### config.mk
export PLATFORM = sky130hd
export DESIGN_NAME = pixel_mem_arbiter
export DESIGN_NICKNAME = d
export VERILOG_FILES = /design/src/rtl/pixel_mem_arbiter.sv
export SDC_FILE = /design/constraint.sdc
export NUM_CORES = 1
export LEC_CHECK = 0
export ABC_AREA = 1
export CAP_MARGIN = 20
export CORE_ASPECT_RATIO = 1.75
export CORE_UTILIZATION = 41
export DETAILED_ROUTE_END_ITERATION = 8
export PLACE_DENSITY = 0.8
export SYNTH_ARGS = -nofsm -noshare
export SYNTH_HDL_FRONTEND = slang
export SYNTH_SLANG_ARGS = --single-unit
### constraint.sdc
create_clock -name clk -period 1.8 [get_ports clk]
set_clock_uncertainty 0.1 [all_clocks]
set_input_delay 0.54 -clock clk [delete_from_list [all_inputs] [get_ports clk]]
set_output_delay 0.54 -clock clk [all_outputs]
set_load 0.02 [all_outputs]
### src/rtl/pixel_mem_arbiter.sv
// pixel_mem_arbiter: two-port read arbiter for the pixel memory, display-priority with fixed-latency tagged return.
// Define PIXEL_ARB_STARVE_GUARD_EN to add the starvation guard that forces the processing port through.
module pixel_mem_arbiter #(
    parameter int ADDR_W     = 18,
    parameter int DATA_W     = 24,
    parameter int MEM_LAT    = 2,
    parameter int STARVE_MAX = 8
) (
    input  logic              clk,
    input  logic              rst_n,
    input  logic              disp_req,
    input  logic [ADDR_W-1:0] disp_addr,
    output logic              disp_gnt,
    output logic              disp_valid,
    output logic [DATA_W-1:0] disp_data,
    input  logic              proc_req,
    input  logic [ADDR_W-1:0] proc_addr,
    output logic              proc_gnt,
    output logic              proc_valid,
    output logic [DATA_W-1:0] proc_data,
    output logic              mem_en,
    output logic [ADDR_W-1:0] mem_addr,
    input  logic [DATA_W-1:0] mem_data
);
    typedef enum logic [1:0] {IDLE, DISP, PROC, FORCE} state_t;

    if (MEM_LAT < 1 || MEM_LAT > 4 || STARVE_MAX < 1 || STARVE_MAX > 255) begin : g_bad_param
        $error("pixel_mem_arbiter: MEM_LAT or STARVE_MAX out of range");
    end

    state_t              state_q, state_d;
    logic                force_gnt;
    logic                mem_en_q, mem_en_d;
    logic [ADDR_W-1:0]   mem_addr_q, mem_addr_d;
    logic [MEM_LAT:0]    tag_v_q, tag_v_d;
    logic [MEM_LAT:0]    tag_o_q, tag_o_d;
    logic                disp_valid_q, disp_valid_d;
    logic                proc_valid_q, proc_valid_d;
    logic [DATA_W-1:0]   disp_data_q, disp_data_d;
    logic [DATA_W-1:0]   proc_data_q, proc_data_d;
    logic                tail_disp, tail_proc;

`ifdef PIXEL_ARB_STARVE_GUARD_EN
    localparam logic [7:0] STARVE_LIM = 8'(STARVE_MAX);
    logic [7:0] starve_q, starve_d;

    // One forced grant per saturation; the counter clears on that grant.
    assign force_gnt = proc_req && starve_q == STARVE_LIM && state_q != FORCE;

    always_comb begin
        starve_d = (!proc_req || proc_gnt) ? 8'd0 :
                   (starve_q == STARVE_LIM) ? starve_q : starve_q + 8'd1;
    end

    always_ff @(posedge clk or negedge rst_n) begin
        if (!rst_n) starve_q <= 8'd0;
        else        starve_q <= starve_d;
    end
`else
    assign force_gnt = 1'b0;
`endif

    // Grants are masked by reset so every output reads 0 while rst_n is low.
    assign disp_gnt = rst_n && disp_req && !force_gnt;
    assign proc_gnt = rst_n && proc_req && (!disp_req || force_gnt);

    always_comb begin
        state_d = proc_gnt ? (force_gnt ? FORCE : PROC) : disp_gnt ? DISP : state_q;
    end

    always_comb begin
        mem_en_d   = disp_gnt || proc_gnt;
        mem_addr_d = disp_gnt ? disp_addr : proc_gnt ? proc_addr : mem_addr_q;
    end

    // Tag k is valid in the cycle mem_en + k; the tail lines up with mem_data.
    always_comb begin
        tag_v_d = {tag_v_q[MEM_LAT-1:0], mem_en_d};
        tag_o_d = {tag_o_q[MEM_LAT-1:0], proc_gnt};
    end

    assign tail_disp = tag_v_q[MEM_LAT] && !tag_o_q[MEM_LAT];
    assign tail_proc = tag_v_q[MEM_LAT] &&  tag_o_q[MEM_LAT];

    always_comb begin
        disp_valid_d = tail_disp;
        proc_valid_d = tail_proc;
        disp_data_d  = tail_disp ? mem_data : disp_data_q;
        proc_data_d  = tail_proc ? mem_data : proc_data_q;
    end

    always_ff @(posedge clk or negedge rst_n) begin
        if (!rst_n) begin
            state_q      <= IDLE;
            mem_en_q     <= 1'b0;
            mem_addr_q   <= '0;
            tag_v_q      <= '0;
            tag_o_q      <= '0;
            disp_valid_q <= 1'b0;
            proc_valid_q <= 1'b0;
            disp_data_q  <= '0;
            proc_data_q  <= '0;
        end else begin
            state_q      <= state_d;
            mem_en_q     <= mem_en_d;
            mem_addr_q   <= mem_addr_d;
            tag_v_q      <= tag_v_d;
            tag_o_q      <= tag_o_d;
            disp_valid_q <= disp_valid_d;
            proc_valid_q <= proc_valid_d;
            disp_data_q  <= disp_data_d;
            proc_data_q  <= proc_data_d;
        end
    end

    assign mem_en     = mem_en_q;
    assign mem_addr   = mem_addr_q;
    assign disp_valid = disp_valid_q;
    assign proc_valid = proc_valid_q;
    assign disp_data  = disp_data_q;
    assign proc_data  = proc_data_q;
endmodule

==> metrics.md, run 1 <==
| Metric | Value |
|---|---|
| Cells after Synth | `~330` |
| DRC | `0` |
| Required time worst endpoint | `around 1.2 ns` |
| FP Rows | `40` |
| Critical path origin | `disp_req` |
| Final period utilization | `~95%` |
| Clock slew seen by the registers of the worst setup and hold paths | `about 0.050 ns` |
| CP max FO | `3` |
| Buffers on Ports | `~130` |
| CP endpoint | `disp_gnt` |
| Synthesized flop and latch total | `74` |
| # nets final | `529` |
| Vias after detailed routing | `~2600` |
| Netlist cell types | `13` |
| Root Driver | `clkbuf_16` |
| WP depth | `4` |
| RD Place Congestion | `0.750` |
| Final Hold Viols | `0` |
| Syn Area/Cell | `9.02 um2` |
| FMAX | `a little under 600 MHz` |
| Wire length per cell | `about 13 um` |
| Setup Viol. Count Final | `0` |
| Setup WS pre-CTS | `-0.689 ns` |
| Power per cell area | `around 1100 nW/um2` |
| IO Pins | `approximately 140` |
| Antenna cells | `0` |
| Die area | `between 7000 and 8000 um2` |
| Async set-reset flop share out of synthesis | `between 90% and 100%` |
| Largest net degree at the start of global routing | `47` |
| Leakage Power | `between 2 and 2.5 nW` |
| R2r worst-path depth | `3` |
| Post-synth top flop | `dfrtp_1` |
| Reg-to-reg critical path startpoint | `tag_v_q[2]$_DFF_PN0_` |
| Die Y-Extent | `around 120 um` |
| Worst vdd ir | `around 0.73 mV` |
| # Post-CTS Setup Buffers | `0` |
| Unrepaired setup endpoints after global routing | `no` |
| Relative slew slack | `between 60% and 70%` |
| Die Wd | `approximately 67 um` |
| Flop-to-flop setup slack | `0.54 ns` |
| CTS tree | `yes` |
| Kind of start point of the critical path | `input port` |
| Tmin final | `1.71 ns` |
| Clk buf depth | `2` |
| Status | `complete, no violations` |
| Kind of end point of the critical path | `output pin` |
| Clock Sinks | `74` |
| Area Growth Syn to Fin | `54.7%` |
| Slowest-stage cell, CP | `clkdlybuf4s15_2` |
| Clock Latency Late Sink | `approximately 0.32 ns` |
| Final Core Density | `between 60% and 70%` |
| H-tree depth | `3` |
| Mapped cell area | `2990 um2` |
| Area leader, netlist | `dfrtp_1` |
| CP top delay family | `buffers and inverters` |
| Vias in the first global route | `2634` |
| Crit path cell chain | `buf_2 -> nand2_4 -> inv_2 -> clkdlybuf4s15_2` |
| Initial antenna violation count | `0` |
| Number of flops mapped to enable cells by yosys | `0` |
| Vias per std cell | `around 4.8` |
| Total gr overflow | `0` |
| DP Cell Count | `538` |
| Max Slew Vio Count | `0` |
| CP bufs+invs | `3` |
| Synth Net Count | `between 300 and 400` |
| Starting density of the core | `a little over two fifths` |
| Worst-margin pin slew | `roughly 0.55 ns` |
| Drt pass-1 iters | `4` |
| DRT antenna net count | `0` |
| Top cells by area, synth | `dfrtp_1 62%, nand2_1 15%, o21ai_0 8.0%` |
| Layout cell share with drive strength beyond 1 | `6.81%` |
| CTS buffer count | `9` |
| First-pass GRT wire length | `~12000 um` |
| Delay of the slowest critical-path stage | `between 0.2 and 0.3 ns` |
| Post-synth top area share | `between 60% and 70%` |
| Commonest cells in the netlist | `119 x nand2_1, 74 x dfrtp_1, 48 x o21ai_0, 37 x nand3_1, 28 x inv_1` |
| YS warnings | `0` |
| Worst r2r dst | `proc_data[10]$_DFFE_PN0P_` |
| Total core area | `6960 um2` |
| Post-Layout Cell Count | `~550` |
| Detailed Route Iter0 Violations | `98` |
| Sequential area share after synthesis | `roughly three fifths` |
| Hold Crit Class | `in2async` |
| Dpl hpwl | `about 5400 um` |
| Total wire length | `7390 um` |
| Post-route setup slack | `0.0934 ns` |
| Tot GR Track Use | `roughly a fifth` |
| Top-count cell post-synth | `nand2_1` |
| MaxCap Viol Count | `0` |
| Worst path arrival time | `around 1.1 ns` |
| Crit Path Class | `in2out` |
==> layout by cell type (no fill, tap or decap), types with 4 or more instances in the layout <==
cell type        instances
nand2_1                119
dfrtp_1                 74
dlygate4sd2_1           70
clkdlybuf4s50_1         60
o21ai_0                 48
nand3_1                 37
inv_1                   28
clkbuf_16                9
buf_4                    8
clkbuf_8                 4
==> timing repair <==
item                       in CTS  in global routing
setup endpoints to repair      71                  0
resized for setup              84                  0
hold buffers                    0                  0
==> power breakdown <==
| group | switching, mW | internal [mW] | leakage, nW |
|---|---|---|---|
| logic | 0.744 | 0.523 | 1.39 |
| clock network | 0.628 | 1.22 | 0.156 |
| registers | 0.143 | 1.94 | 0.909 |
==> how the worst min path moves through the flow <==
| stage | end | slack, ns |
|---|---|---|
| after floorplan | disp_data[0]$_DFFE_PN0P_ | 0.14 |
| after global placement | tag_v_q[2]$_DFF_PN0_ | 0.23 |
| after detailed placement | tag_v_q[2]$_DFF_PN0_ | 0.24 |
| after CTS | proc_data[11]$_DFFE_PN0P_ | 0.25 |
| after global routing | tag_v_q[2]$_DFF_PN0_ | 0.26 |
| final | tag_o_q[1]$_DFF_PN0_ | 0.24 |
==> layout make-up <==
class / count / area (um2)
fillers: 589 / 2320
flip-flops and latches: 74 / 1850
repair buffers: 143 / 1340
multi-input cells: 208 / 907
clock buffers: 15 / 288
inverters: 29 / 109
well taps: 84 / 105
clock inverters: 1 / 30.0
==> per-layer routing <==
layer  up-vias  wire length [um]  GRT usage (%)  share of wire [%]
met5         -                 0              0                  0
met4         0               151           9.93                2.0
met3        12               599           8.23                8.1
met2       108              3970           36.4                 54
met1      1219              2660           22.6                 36
li1       1306                 -              -                  -
==> registers in the layout (all words and copies together) (netlist names) <==
name	count
tag_v_q	3
proc_data	24
mem_addr	18
disp_valid	1
disp_data	24
proc_valid	1
tag_o_q	3
==> metrics by stage <==
step | hold WS [ns] | area [um2] | setup TNS (ns) | power, mW
after floorplan | 0.144 | 3000 | 0 | 2.76
after global placement | 0.232 | 4400 | -6.16 | 3.55
after detailed placement | 0.241 | 4400 | -6.84 | 3.59
after CTS | 0.252 | 4630 | 0 | 5.26
after global routing | 0.261 | 4630 | 0 | 5.45
final | 0.244 | 4630 | 0 | 5.20
==> cells by family (layout without fill, tap and decap cells) <==
| group | Yosys count | in the layout | synth area share, % |
|---|---|---|---|
| and+or+nand+nor | 160 | 160 | 22.0 |
| DFF | 74 | 74 | 61.8 |
| buffers and inverters | 50 | 188 | 8.11 |
| AOI/OAI and AO/OA | 48 | 48 | 8.02 |
Power figures use the tool's default switching activity.
==> run 2, diff against run 1 <==
--- a/config.mk
+++ b/config.mk
@@ -5,7 +5,7 @@
 export SDC_FILE = /design/constraint.sdc
 export NUM_CORES = 1
 export LEC_CHECK = 0
-export ABC_AREA = 1
+export ABC_AREA = 0
 export CAP_MARGIN = 20
 export CORE_ASPECT_RATIO = 1.75
 export CORE_UTILIZATION = 41
==> metrics.md, run 2 <==
| Metric | Value |
|---|---|
| Min Hold Slack | `0.207 ns (-0.0367 ns)` |
| Async set-reset flop share out of synthesis | `100% (unchanged)` |
| Sequential area share after synthesis | `62.6% (+0.73 points)` |
| Area leader, netlist | `dfrtp_1` |
| FMAX | `576 MHz (-1.8%)` |
| Vias in the first global route | `2310 (-12%)` |
| Die area | `7570 um2 (-1.1%)` |
| IO Pins | `135 (unchanged)` |
| Wire length per cell | `16.9 um (+27%)` |
| Crit Path Class | `in2out` |
| Post-synth top flop | `dfrtp_1` |
| Tmin final | `1.74 ns (+0.0305 ns)` |
| DRT antenna net count | `0 (unchanged)` |
| Synth Net Count | `263 (-34%)` |
| Final Hold Viols | `0 (unchanged)` |
| Dpl hpwl | `5310 um (-1.1%)` |
| Buffers on Ports | `134 (unchanged)` |
| Syn Area/Cell | `14.9 um2 (+65%)` |
| Top cells by area, synth | `dfrtp_1 63%, mux2_2 11%, mux2_4 9.6%` |
| Commonest cells in the netlist | `74 x dfrtp_1, 29 x mux2_2, 19 x mux2_4, 19 x nor2_1` |
| Setup WS pre-CTS | `-0.678 ns (+0.0112 ns)` |
| Clock Sinks | `74 (unchanged)` |
| Vias after detailed routing | `2246 (-15%)` |
| Hold Crit Class | `in2async` |
| Clock Latency Late Sink | `0.32 ns (about the same)` |
| Total core area | `6910 um2 (-0.72%)` |
| Root Driver | `clkbuf_16` |
| Mapped cell area | `2960 um2 (-1.2%)` |
| Post-route setup slack | `0.0629 ns (-0.0305 ns)` |
| Required time worst endpoint | `1.16 ns (about the same)` |
| Status | `complete, no violations` |
| Top-count cell post-synth | `dfrtp_1` |
| CP max FO | `2 (-1)` |
| # fillers | `541 (-8.1%)` |
| Total gr overflow | `0 (unchanged)` |
| Number of flops mapped to enable cells by yosys | `0 (unchanged)` |
| Post-Layout Cell Count | `431 (-22%)` |
| Drt pass-1 iters | `4 (unchanged)` |
| Crit path cell chain | `dlygate4sd2_1 -> nand2_1 -> nor2_2 -> buf_6` |
| Delay of the slowest critical-path stage | `0.20 ns (-0.05 ns)` |
| Multi-input logic area | `991 um2 (+9.2%)` |
| Setup Viol. Count Final | `0 (unchanged)` |
| Die Wd | `66.2 um (-0.57%)` |
| FP Rows | `40 (unchanged)` |
| Met1 Use GR | `23.4% (+0.85 points)` |
| Total power | `5.17 mW (-0.59%)` |
| Worst vdd ir | `0.608 mV (-16%)` |
| Worst-margin pin slew | `0.594 ns (+0.0467 ns)` |
| Synthesized flop and latch total | `74 (unchanged)` |
| Power per cell area | `1130 nW/um2 (+0.19%)` |
| Antenna cells | `0 (unchanged)` |
| # nets final | `407 (-23%)` |
| CTS tree | `yes` |
| Most frequent cells in the layout | `74 x dfrtp_1, 70 x dlygate4sd2_1, 60 x clkdlybuf4s50_1` |
| H-tree depth | `3 (unchanged)` |
| DRC | `0 (unchanged)` |
| Layout cell share with drive strength beyond 1 | `22.8% (+16 points)` |
| Worst path arrival time | `1.10 ns (+0.03 ns)` |
| Clk buf depth | `2 (unchanged)` |
| CTS buffer count | `9 (unchanged)` |
| Kind of end point of the critical path | `output pin` |
| Clock slew seen by the registers of the worst setup and hold paths | `0.05 ns (about the same)` |
| Tot GR Track Use | `20.8% (-0.49 points)` |
| Design Area, Final | `4600 um2 (-0.78%)` |
| Total wire length | `7270 um (-1.6%)` |
| Most common cell after layout, fill and taps aside | `dfrtp_1` |
| Unrepaired setup endpoints after global routing | `no` |
| Area Growth Syn to Fin | `55.3%` |
| Register area | `1850 um2 (unchanged)` |
| Detailed Route Iter0 Violations | `119 (+21%)` |
| Netlist cell types | `16 (+3)` |
| Post-synth top area share | `62.6% (+0.73 points)` |
| Leakage Power | `2.09 nW (-15%)` |
| Largest net degree at the start of global routing | `50 (+6.4%)` |
| Cells after Synth | `199 (-40%)` |
| RD Place Congestion | `0.773 (+3.2%)` |
| Met2 GRT Util | `36.1% (-0.31 points)` |
| DP Cell Count | `415 (-23%)` |
| Placed Area | `4390 um2 (-0.14%)` |
| CP top delay family | `buffers and inverters` |
| GRT met3 Usage | `4.98% (-3.3 points)` |
| GR peak layer | `met2` |
| MaxCap Viol Count | `0 (unchanged)` |
| Starting density of the core | `42.8% (-0.20 points)` |
| Die Y-Extent | `114 um (-0.57%)` |
| Vias per std cell | `5.21 (+9.1%)` |
| Max Slew Vio Count | `0 (unchanged)` |
| CP bufs+invs | `2 (-1)` |
| Final period utilization | `96.5% (+1.7 points)` |
| YS warnings | `0 (unchanged)` |
| Slowest-stage cell, CP | `dlygate4sd2_1` |
| Relative slew slack | `60.4% (-3.1 points)` |
| Kind of start point of the critical path | `input port` |
| First-pass GRT wire length | `11600 um (-3.8%)` |
| Initial antenna violation count | `0 (unchanged)` |
==> run 2: power breakdown <==
part | switching, mW | internal, mW | total [mW] | leakage, nW
clock | 0.629 | 1.10 | 1.73 | 0.142
combinational | 0.686 | 0.653 | 1.34 | 1.08
sequential | 0.158 | 1.95 | 2.11 | 0.865
total | 1.47 | 3.70 | 5.17 | 2.09
==> run 2: kinds of logic after synthesis <==
| family | after synthesis | synth area share, % |
|---|---|---|
| AO/OA/AOI/OAI | 36 | 9.13 |
| buffers and inverters | 16 | 4.10 |
| AND/OR/NAND/NOR | 25 | 3.51 |
| multiplexers | 48 | 20.7 |
| flip-flops | 74 | 62.6 |
==> run 2: final timing paths <==
check	start	endpoint	slack, ns	depth (start not counted)
worst max-delay path	proc_req	proc_gnt	0.06	4
worst min-delay path	rst_n	mem_addr[13]$_DFFE_PN0P_	0.21	2
worst max register to register	tag_v_q[2]$_DFF_PN0_	proc_data[13]$_DFFE_PN0P_	0.42	3
worst min register to register	tag_v_q[1]$_DFF_PN0_	tag_v_q[2]$_DFF_PN0_	0.25	0
max in group asynchronous	rst_n	proc_data[2]$_DFFE_PN0P_	0.40	3
min in group clk	tag_v_q[1]$_DFF_PN0_	tag_v_q[2]$_DFF_PN0_	0.25	0
==> run 2: area by class of cell <==
class / instances / area share, %
clock buffers: 12 / 5.36
clock inverters: 3 / 0.871
inverters: 3 / 0.245
multi-input cells: 109 / 21.6
flip-flops and latches: 74 / 40.3
well taps: 84 / 2.29
repair buffers: 146 / 29.4
==> run 2: per-layer routing <==
| layer | vias to the layer above | share of wire (%) |
|---|---|---|
| met2 | 89 | 56 |
| met3 | 14 | 5.4 |
| met4 | 0 | 2.4 |
| met1 | 1122 | 37 |
| met5 | - | 0 |
| li1 | 1021 | - |
==> run 2: through the flow <==
| stage | setup TNS (ns) | util, % |
|---|---|---|
| 6_report | 0 | 66.5 |
| 5_1_grt | 0 | 66.5 |
| 4_1_cts | 0 | 66.5 |
| 3_5_place_dp | -7.50 | 63.6 |
| 3_3_place_gp | -6.16 | 63.6 |
| 2_1_floorplan | 0 | - |
==> run 2: what timing repair did <==
| item | CTS | global route |
|---|---|---|
| setup buffers | 1 | 0 |
| hold buffers | 0 | 0 |
| resized for setup | 82 | 0 |
| endpoints found under the setup margin | 71 | 1 |
| pin swaps | 2 | 1 |
==> run 3, diff against run 2 <==
--- a/config.mk
+++ b/config.mk
@@ -8,9 +8,9 @@
 export ABC_AREA = 0
 export CAP_MARGIN = 20
 export CORE_ASPECT_RATIO = 1.75
-export CORE_UTILIZATION = 41
+export CORE_UTILIZATION = 44
 export DETAILED_ROUTE_END_ITERATION = 8
-export PLACE_DENSITY = 0.8
+export PLACE_DENSITY = 0.85
 export SYNTH_ARGS = -nofsm -noshare
 export SYNTH_HDL_FRONTEND = slang
 export SYNTH_SLANG_ARGS = --single-unit
==> constraint.sdc (replaced) <==
create_clock -name clk -period 2.1 [get_ports clk]
set_clock_uncertainty 0.1 [all_clocks]
set_input_delay 0.63 -clock clk [delete_from_list [all_inputs] [get_ports clk]]
set_output_delay 0.63 -clock clk [all_outputs]
set_load 0.1 [all_outputs]
==> metrics.md, run 3 (same netlist as run 2, synthesis figures left out) <==
| Metric | Value |
|---|---|
| Status | `complete, no violations` |
| Total core area | `6490 um2 (-6.0%)` |
| Worst-margin pin slew | `0.673 ns (+0.0784 ns)` |
| Vias per std cell | `5.30 (+1.7%)` |
| Most common cell after layout, fill and taps aside | `dfrtp_1` |
| Antenna cells | `0 (unchanged)` |
| Final Hold Viols | `0 (unchanged)` |
| Crit Path Class | `in2out` |
| Total gr overflow | `0 (unchanged)` |
| Tmin final | `approximately 2.1 ns` |
| Clk buf depth | `2 (unchanged)` |
| CP max FO | `4 (+2)` |
| Clock Latency Late Sink | `0.34 ns (+0.02 ns)` |
| Largest net degree at the start of global routing | `49 (-2.0%)` |
| Clock Sinks | `74 (unchanged)` |
| Required time worst endpoint | `1.37 ns (+0.21 ns)` |
| FP Rows | `39 (-2.5%)` |
| Max Slew Vio Count | `0 (unchanged)` |
| Vias after detailed routing | `2274 (+1.2%)` |
| Final period utilization | `a little over nine tenths` |
| Detailed Route Iter0 Violations | `88 (-26%)` |
| First-pass GRT wire length | `14000 um (+21%)` |
| FMAX | `a little under 500 MHz` |
| Setup WS pre-CTS | `-0.166 ns (+0.512 ns)` |
| Total power | `7.12 mW (+38%)` |
| Setup Viol. Count Final | `0 (unchanged)` |
| Area Growth Syn to Fin | `84.4%` |
| Placed Area | `5100 um2 (+16%)` |
| Vias in the first global route | `2597 (+12%)` |
| Post-route setup slack | `0.0362 ns (-0.0267 ns)` |
| Hold Crit Class | `in2async` |
| Most frequent cells in the layout | `74 x dfrtp_1, 71 x buf_12, 60 x clkdlybuf4s50_1` |
| Leakage Power | `2.40 nW (+15%)` |
| Relative slew slack | `55.0% (-5.4 points)` |
| Power per cell area | `1300 nW/um2 (+16%)` |
| Worst r2r dst | `proc_data[4]$_DFFE_PN0P_` |
| MaxCap Viol Count | `0 (unchanged)` |
| RD Place Congestion | `0.735 (-4.9%)` |
| Dpl hpwl | `5970 um (+12%)` |
| DRT antenna net count | `0 (unchanged)` |
| Tot GR Track Use | `27.3% (+6.5 points)` |
| Die Wd | `64.0 um (-3.4%)` |
| Initial antenna violation count | `0 (unchanged)` |
| CTS tree | `yes` |
| # nets final | `406 (-0.25%)` |
| Wire length per cell | `20.4 um (+21%)` |
| Drt pass-1 iters | `4 (unchanged)` |
| Layout cell share with drive strength beyond 1 | `44.1% (+21 points)` |
| Flop-to-flop setup slack | `0.55 ns (+0.13 ns)` |
| Total wire length | `8760 um (+21%)` |
| Kind of start point of the critical path | `input port` |
| DRC | `0 (unchanged)` |
| Starting density of the core | `45.6% (+2.8 points)` |
| Hold Buf Count CTS | `0 (unchanged)` |
| Die Y-Extent | `110 um (-3.4%)` |
| Die area | `7070 um2 (-6.7%)` |
| Clock slew seen by the registers of the worst setup and hold paths | `0.06 ns (about the same)` |
| Final Core Density | `84.1% (+18 points)` |
| Kind of end point of the critical path | `output pin` |
| R2r worst-path depth | `2 (-1)` |
| Worst vdd ir | `0.897 mV (+48%)` |
| CTS buffer count | `9 (unchanged)` |
| IO Pins | `135 (unchanged)` |
| Worst path arrival time | `1.33 ns (+0.23 ns)` |
| Root Driver | `clkbuf_16` |
| Design Area, Final | `5460 um2 (+19%)` |
| Unrepaired setup endpoints after global routing | `no` |
| Buffers on Ports | `134 (unchanged)` |
| # fillers | `323 (-40%)` |
| H-tree depth | `3 (unchanged)` |
| Reg-to-reg critical path startpoint | `tag_v_q[2]$_DFF_PN0_` |
==> run 3: changes by cell type in the layout (fill, tap and decap cells not counted), moves of 2 or more <==
cell           before  now
clkinvlp_4          0    3
nand2_1             2    0
bufinv_16           1    3
dlygate4sd2_1      70    2
clkinv_2            2    0
nand2_2             1    3
buf_12              1   71
clkbuf_1            2    0
==> run 3: stage by stage <==
stage / instances / TNS, ns / hold slack (ns)
6_report: 429 / 0 / 0.164
2_1_floorplan: 199 / -0.0557 / 0.231
5_1_grt: 429 / 0 / 0.171
3_3_place_gp: 413 / -0.250 / 0.232
4_1_cts: 429 / 0 / 0.158
3_5_place_dp: 413 / -0.299 / 0.240
==> run 3: area by class of cell <==
type / instances / area [um2] / area share, %
clock inverter: 6 / 114 / 2.09
sequential: 74 / 1850 / 33.9
inverter: 3 / 15.0 / 0.275
timing repair buffer: 145 / 2130 / 39.1
clock buffer: 10 / 239 / 4.38
tap: 82 / 103 / 1.88
multi-input combinational: 109 / 1000 / 18.3
==> run 3: layer usage <==
metal	share of wire (%)	wire length, um	vias up	global-route usage, %
li1	-	-	1019	-
met1	35	3040	1131	29.7
met2	57	5020	105	48.0
met3	5.1	451	19	6.51
met4	2.9	252	0	13.5
met5	0	0	-	0
==> run 3: worst max-delay path, cell delays in order <==
cell           delay (ns)
dlygate4sd2_1        0.26
buf_6                0.13
nor2_4               0.13
buf_12               0.18
==> run 3: worst max-delay path by stage <==
stage / startpoint / slack [ns] / to / cells past startpoint
2_1_floorplan: disp_req / -0.06 / proc_gnt / 3
3_3_place_gp: disp_req / -0.16 / proc_gnt / 4
3_5_place_dp: disp_req / -0.17 / proc_gnt / 4
4_1_cts: disp_req / 0.03 / proc_gnt / 4
5_1_grt: disp_req / 0.02 / proc_gnt / 4
6_report: disp_req / 0.04 / proc_gnt / 4
==> run 3: what timing repair did <==
action                                  CTS  global route
resized for setup                         3             0
endpoints found under the setup margin    2             0
setup buffers                             0             0
==> run 3: where the power goes <==
part	internal (mW)	switching, mW	total, mW	leakage, nW
clock network	1.19	0.591	1.78	0.165
logic	1.25	2.12	3.37	1.37
registers	1.67	0.292	1.96	0.865
total	4.11	3.01	7.12	2.40
